File: src/rtl/lzw_dict_ctrl.sv
// LZW dictionary controller: hashed (prefix,char) lookup with linear probing
// into an external single-port RAM, inserting a new code on a miss, plus a
// full-RAM wipe on reset or on request.
module lzw_dict_ctrl #(
    parameter int ADDR_WIDTH = 12,
    parameter int DATA_WIDTH = 64,
    parameter int MAX_PROBE  = 8,
    parameter int FIRST_CODE = 256
) (
    input  logic                  clk,
    input  logic                  rst,
    input  logic                  clear,
    input  logic                  req_valid,
    output logic                  req_ready,
    input  logic [11:0]           req_prefix,
    input  logic [7:0]            req_char,
    output logic                  rsp_valid,
    output logic                  rsp_hit,
    output logic                  rsp_inserted,
    output logic [11:0]           rsp_code,
    output logic                  dict_full,
    output logic [ADDR_WIDTH-1:0] ram_addr,
    output logic [DATA_WIDTH-1:0] ram_wdata,
    output logic                  ram_cs,
    output logic                  ram_we,
    input  logic [DATA_WIDTH-1:0] ram_rdata,
    input  logic                  ram_valid
);

    localparam int          PW        = $clog2(MAX_PROBE + 1);
    localparam logic [12:0] FULL_CODE = 13'd4096;
    localparam logic [12:0] FIRST     = 13'(FIRST_CODE);

    typedef enum logic [2:0] {CLEAR, IDLE, RD, WT, WR, RESP} state_t;

    state_t                r_state;
    state_t                w_state_nxt;
    logic [ADDR_WIDTH-1:0] r_addr;
    logic [11:0]           r_prefix;
    logic [7:0]            r_char;
    logic [PW-1:0]         r_probe;
    logic [12:0]           r_next_code;
    logic                  r_rsp_hit;
    logic                  r_rsp_ins;
    logic [11:0]           r_rsp_code;

    logic [ADDR_WIDTH-1:0] w_home;
    logic                  w_used;
    logic                  w_match;
    logic                  w_hit;
    logic                  w_more;
    logic                  w_cs;
    logic                  w_we;
    logic [DATA_WIDTH-1:0] w_entry;
    logic                  w_unused;

    assign w_home    = ADDR_WIDTH'(req_prefix ^ {req_char, 4'b0000});
    assign w_used    = ram_rdata[63];
    assign w_match   = (ram_rdata[19:8] == r_prefix) && (ram_rdata[7:0] == r_char);
    assign w_hit     = w_used && w_match;
    assign w_more    = (r_probe < PW'(MAX_PROBE - 1));
    assign w_unused  = ^{ram_rdata[62:44], ram_rdata[31:20]};
    assign dict_full = (r_next_code == FULL_CODE);

    // RAM strobes are held off while reset is applied so a held reset never writes
    assign ram_cs       = w_cs & ~rst;
    assign ram_we       = w_we & ~rst;
    assign ram_addr     = r_addr;
    assign rsp_hit      = r_rsp_hit;
    assign rsp_inserted = r_rsp_ins;
    assign rsp_code     = r_rsp_code;

    // Assemble the dictionary entry for the pending insert
    always_comb begin
        w_entry        = '0;
        w_entry[63]    = 1'b1;
        w_entry[43:32] = r_next_code[11:0];
        w_entry[19:8]  = r_prefix;
        w_entry[7:0]   = r_char;
    end

    // State register; reset always restarts the wipe
    always_ff @(posedge clk) begin
        if (rst) begin
            r_state <= CLEAR;
        end else begin
            r_state <= w_state_nxt;
        end
    end

    // Next-state decode and RAM/handshake outputs
    always_comb begin
        w_state_nxt = r_state;
        w_cs        = 1'b0;
        w_we        = 1'b0;
        ram_wdata   = '0;
        req_ready   = 1'b0;
        rsp_valid   = 1'b0;
        case (r_state)
            CLEAR: begin
                w_cs = 1'b1;
                w_we = 1'b1;
                if (&r_addr) w_state_nxt = IDLE;
            end
            IDLE: begin
                req_ready = 1'b1;
                if (clear)          w_state_nxt = CLEAR;
                else if (req_valid) w_state_nxt = RD;
            end
            RD: begin
                w_cs        = 1'b1;
                w_state_nxt = WT;
            end
            WT: begin
                if (ram_valid) begin
                    if (w_hit)                     w_state_nxt = RESP;
                    else if (!w_used && !dict_full) w_state_nxt = WR;
                    else if (w_used && w_more)      w_state_nxt = RD;
                    else                            w_state_nxt = RESP;
                end
            end
            WR: begin
                w_cs        = 1'b1;
                w_we        = 1'b1;
                ram_wdata   = w_entry;
                w_state_nxt = RESP;
            end
            RESP: begin
                rsp_valid   = 1'b1;
                w_state_nxt = IDLE;
            end
            default: w_state_nxt = CLEAR;
        endcase
    end

    // Datapath: wipe/probe address, request latch, code counter, response fields
    always_ff @(posedge clk) begin
        if (rst) begin
            r_addr      <= '0;
            r_prefix    <= '0;
            r_char      <= '0;
            r_probe     <= '0;
            r_next_code <= FIRST;
            r_rsp_hit   <= 1'b0;
            r_rsp_ins   <= 1'b0;
            r_rsp_code  <= '0;
        end else begin
            case (r_state)
                CLEAR: begin
                    r_addr      <= r_addr + ADDR_WIDTH'(1);
                    r_next_code <= FIRST;
                end
                IDLE: begin
                    if (clear) begin
                        r_addr      <= '0;
                        r_next_code <= FIRST;
                    end else if (req_valid) begin
                        r_prefix   <= req_prefix;
                        r_char     <= req_char;
                        r_addr     <= w_home;
                        r_probe    <= '0;
                        r_rsp_hit  <= 1'b0;
                        r_rsp_ins  <= 1'b0;
                        r_rsp_code <= '0;
                    end
                end
                WT: begin
                    if (ram_valid) begin
                        if (w_hit) begin
                            r_rsp_hit  <= 1'b1;
                            r_rsp_code <= ram_rdata[43:32];
                        end else if (w_used && w_more) begin
                            r_probe <= r_probe + PW'(1);
                            r_addr  <= r_addr + ADDR_WIDTH'(1);
                        end
                    end
                end
                WR: begin
                    r_rsp_ins   <= 1'b1;
                    r_rsp_code  <= r_next_code[11:0];
                    r_next_code <= r_next_code + 13'd1;
                end
                default: ;
            endcase
        end
    end

endmodule

File: config.mk
export PLATFORM = sky130hd
export DESIGN_NAME = lzw_dict_ctrl
export DESIGN_NICKNAME = d
export VERILOG_FILES = /design/src/rtl/lzw_dict_ctrl.sv
export SDC_FILE = /design/constraint.sdc
export NUM_CORES = 1
export LEC_CHECK = 0
export ABC_AREA = 1
export BUFFER_PORTS_ARGS = -buffer_cell sky130_fd_sc_hd__buf_2
export CAP_MARGIN = 10
export CORE_MARGIN = 10
export CORE_UTILIZATION = 40
export DETAILED_ROUTE_END_ITERATION = 12
export PLACE_DENSITY = 0.69
export SYNTH_ARGS = -nofsm -noshare
export SYNTH_HDL_FRONTEND = slang
export SYNTH_SLANG_ARGS = --single-unit
File: constraint.sdc
create_clock -name clk -period 2.5 [get_ports clk]
set_clock_uncertainty 0.05 [all_clocks]
set_input_delay 0.125 -clock clk [delete_from_list [all_inputs] [get_ports clk]]
set_output_delay 0.125 -clock clk [all_outputs]
set_load 0.005 [all_outputs]
==> results.md <==
- Summing over every cut layer, the via total after detailed routing is between 4000 and 5000.
- The number of flops mapped to enable cells by yosys is 0.
- The run finished with clean final reports.
- The critical path goes through nor2_4, inv_1, nor2_4, inv_2, buf_4, nor2_1, buf_2.
- The number of cells on the worst reg-to-reg path is 9.
- The cell area after layout is 5010 um2.
- The number of buffers added by the clock tree synthesis step is 9.
- After clock tree synthesis, the flow added hold-fix buffers numbering 0.
- The die is 123 um wide.
- The share of the yosys chip area belonging to registers is 31.3%.
- The leading register cell type out of synthesis is sky130_fd_sc_hd__dfxtp_1.
- The die is 123 um tall.
- In the routed layout, each cell is associated on average with a via count of 4.58.
- After legalization and detailed placement, the total HPWL measured between 9 and 10 mm.
- The finished layout holds 928 standard cells, fillers aside.
- For this design, the slowest cell found on the critical path is sky130_fd_sc_hd__dfxtp_1.
- The tree is rooted in a sky130_fd_sc_hd__clkbuf_8.
- The number of antenna diodes in the final layout is 0.
- The total length of routed wires is between 10 and 15 mm.
- For the finished layout, the period the worst path requires is 2.20 ns.
- The number of cells on the critical path is 7.
- The area fraction of the dominant cell type after synthesis is 31.3%.
- The placed cell count is 913.
- The async set-or-reset flop fraction in the synthesized netlist is 0%.
- The initial detailed-routing violation count is 275.
- The final RePlAce weighted congestion is between 0.8 and 0.9.
- The count of TritonRoute iterations in the first routing pass is 5.
- The maximum clock frequency is 455 MHz.
- Summing all placed instances gives a cell area of 4830 um2.
- The critical path is of the register to output port type.
- The multi-input combinational cells in the finished layout cover a total of between 2000 and 2500 um2.
- The number of global-route vias before repair came to ~4000.
- The final global-route overflow total is 0.
- The area growth from synthesis to layout is 18.9%.
- The kind of start point of the critical path is a register.
- The count of endpoints failing hold in the final timing report is 0.
- In this design, the stage delay of the slowest critical-path cell is ~0.58 ns.
- The sum of negative setup slack is 0 ns.
- The maximum number of pins on one net before global-route repair is 36.
- The number of instances in the synthesized netlist is 668.
- The area of the core region is 10300 um2.
- Among the stages of the critical path, the cell type that occurs most often is sky130_fd_sc_hd__nor2_4.
- The biggest fanout along the worst timing path is 21.
- The synthesized design contains between 60 and 70 register bits.
- The number of warnings issued by yosys is 0.
- The antenna violation net count after detailed routing is 0.
- The required time at the worst-slack endpoint is 2.33 ns.
- The total setup violations reported at the end of the flow is 0.
- The layout filler cell count is 1128.
- The kind of path behind the tightest hold check is primary input to register.
- A synthesized cell averages roughly 6.3 um2.
- For this configuration, the core starts out at a cell density of roughly two fifths.
- The number of gates resized after CTS was 0.
- Dividing total power by cell area gives a power density of ~420 nW/um2.
- The clock drives 66 sinks.
- The area taken by flip-flops and latches is 1320 um2.
- The mapped netlist covers about 4200 um2.
- In this run the number of H-tree levels came out at 3.
- The largest total area in the synthesized netlist belongs to sky130_fd_sc_hd__dfxtp_1.
- The number of max-slew violations in the final report is 0.
- The wire length of the first global-routing pass is around 20 mm.
- Across every metal layer, demand over resource in global routing totals 15.7%.
- The gate family responsible for the most delay along the worst path is buffers and inverters.
- The number of placement rows is 37.
- The worst setup path is captured at an output port.
- The clock passes through at most 2 buffers.
- The critical path contains buffers and inverters numbering 4 combined.
- Pin placement for this block handled 184 I/O pins.
- The number of nets at the end of the flow is 881.
- The later-pin clock latency in the skew report is 0.34 ns.
- Synthesis instantiated 45 different standard cells from the library.
- The proportion of layout cells with a drive suffix above 1 is 22.5%.
- The static power due to leakage is 2.36 nW.
- Setup repair after global routing left no endpoint under its margin.
- The number of antenna violations at the first check in global routing is 0.
- Across the run, the number of max-cap violations was 0.
- The area of the die is 15100 um2.
- At the worst endpoint, the arrival time is 2.02 ns.
- The count of buffers added by post-CTS timing repair for setup is 0.
- The post-detailed-route DRC marker count is 0.
- VDD sags by at most slightly below 0.2 mV.
- After synthesis, the cell types taking the most area are sky130_fd_sc_hd__dfxtp_1 (31%), sky130_fd_sc_hd__nand2_1 (15%), sky130_fd_sc_hd__nor2_1 (8.7%).
- The final critical-path share of the clock period is 87.9%.
- The CTS tree is yes.
- Input and output buffers added on the ports amount to 121.
- After clock tree synthesis, the clock-pin slew on the worst setup and hold paths is 0.07 ns.
- The worst hold path was traced through 3 stages.
- In the final routed layout, each cell accounts on average for 13.1 um.
state kept, by name, indices dropped and copies added, names as in the netlist:
signal        count
rsp_code         12
r_probe           4
r_state           3
r_prefix         12
ram_addr         12
rsp_inserted      1
r_char            8
r_next_code      13
rsp_hit           1
cells in the final DEF, fill, tap and decap left out, drive strengths merged, types with 3 or more instances in the layout:
cell,n
xnor2,6
dfxtp,66
o21ai,52
xor2,7
nand3,32
nand4,5
a22oi,3
conb,31
nor3,13
nor2,109
clkbuf,12
a21oi,41
inv,88
ha,4
buf,129
clkinv,3
nand2,173
logic make-up (layout without fill, tap and decap cells):
group,after synthesis,in the layout,synth area share [%]
compound gates,107,107,14.2
xor+xnor,13,13,2.70
other cells,1,31,0.0889
flops,66,66,31.3
simple gates,338,338,34.5
fa+ha+maj,4,4,1.19
buf+inv,139,233,16.0
through the flow:
stage | hold WS, ns | total power [W] | worst slack (ns) | utilization, %
CTS | 0.00664 | 0.00212 | 0.281 | 48.8
detailed placement | 0.363 | 0.00125 | 0.484 | 47.0
global route | 0.0256 | 0.00219 | 0.163 | 48.8
global placement | 0.353 | 0.00125 | 0.472 | 47.0
floorplan | 0.214 | 0.00120 | 0.680 | -
finish | 0.0183 | 0.00210 | 0.303 | 48.8
where the power goes:
part	total (W)	switching [W]	internal, W
sequential	0.00106	0.00000511	0.00106
clock	0.000869	0.000389	0.000480
combinational	0.000170	0.0000988	0.0000711
total	0.00210	0.000493	0.00161
metal layers:
metal,GRT usage [%],up-vias,wire length (um)
met3,3.67,11,904
met2,26.4,127,5810
met1,19.8,1838,5320
li1,-,2275,-
met4,3.76,0,142
met5,0,-,0
final timing paths:
kind,from,endpoint,slack (ns)
worst min-delay path,req_prefix[2],r_prefix[2],0.02
worst max-delay path,r_state[1],ram_wdata[17],0.30
worst max register to register,r_state[1],r_probe[3],0.45
worst min register to register,rsp_inserted,rsp_inserted,0.42
Yosys cell counts, types with 2 or more instances:
library cell	n
sky130_fd_sc_hd__a22oi_1	3
sky130_fd_sc_hd__nor4_1	2
sky130_fd_sc_hd__xor2_1	7
sky130_fd_sc_hd__a31oi_1	2
sky130_fd_sc_hd__nor2_2	8
sky130_fd_sc_hd__ha_1	4
sky130_fd_sc_hd__o21ai_2	4
sky130_fd_sc_hd__nor2_4	3
sky130_fd_sc_hd__nand2_4	4
sky130_fd_sc_hd__inv_1	81
sky130_fd_sc_hd__a21oi_1	40
sky130_fd_sc_hd__or2_2	2
sky130_fd_sc_hd__nand2_1	168
sky130_fd_sc_hd__dfxtp_1	66
sky130_fd_sc_hd__clkbuf_1	10
sky130_fd_sc_hd__buf_6	3
sky130_fd_sc_hd__nand4_1	4
sky130_fd_sc_hd__buf_4	32
sky130_fd_sc_hd__inv_2	6
sky130_fd_sc_hd__o21ai_0	46
sky130_fd_sc_hd__buf_2	5
sky130_fd_sc_hd__o31ai_1	2
sky130_fd_sc_hd__nor3_1	11
sky130_fd_sc_hd__nor2_1	98
sky130_fd_sc_hd__xnor2_1	6
sky130_fd_sc_hd__nand3_1	31
sky130_fd_sc_hd__o21ai_1	2
area by class of cell:
class                      count  area share (%)
sequential                    66            26.3
multi-input combinational    493            46.6
tap                          136            3.39
inverter                      89            6.74
timing repair buffer         129            13.3
clock buffer                  12            2.89
clock inverter                 3           0.798
worst register-to-register path, cell delays in order (launching register included):
cell	delay, ns
sky130_fd_sc_hd__dfxtp_1	0.58
sky130_fd_sc_hd__nor2_1	0.09
sky130_fd_sc_hd__nand2_1	0.27
sky130_fd_sc_hd__a21oi_1	0.08
sky130_fd_sc_hd__nor2_1	0.17
sky130_fd_sc_hd__nand2_1	0.12
sky130_fd_sc_hd__nor2_1	0.28
sky130_fd_sc_hd__nand2_1	0.15
sky130_fd_sc_hd__nand2_1	0.08
sky130_fd_sc_hd__a21oi_1	0.05
No activity file was read; power rests on OpenSTA's default activity.
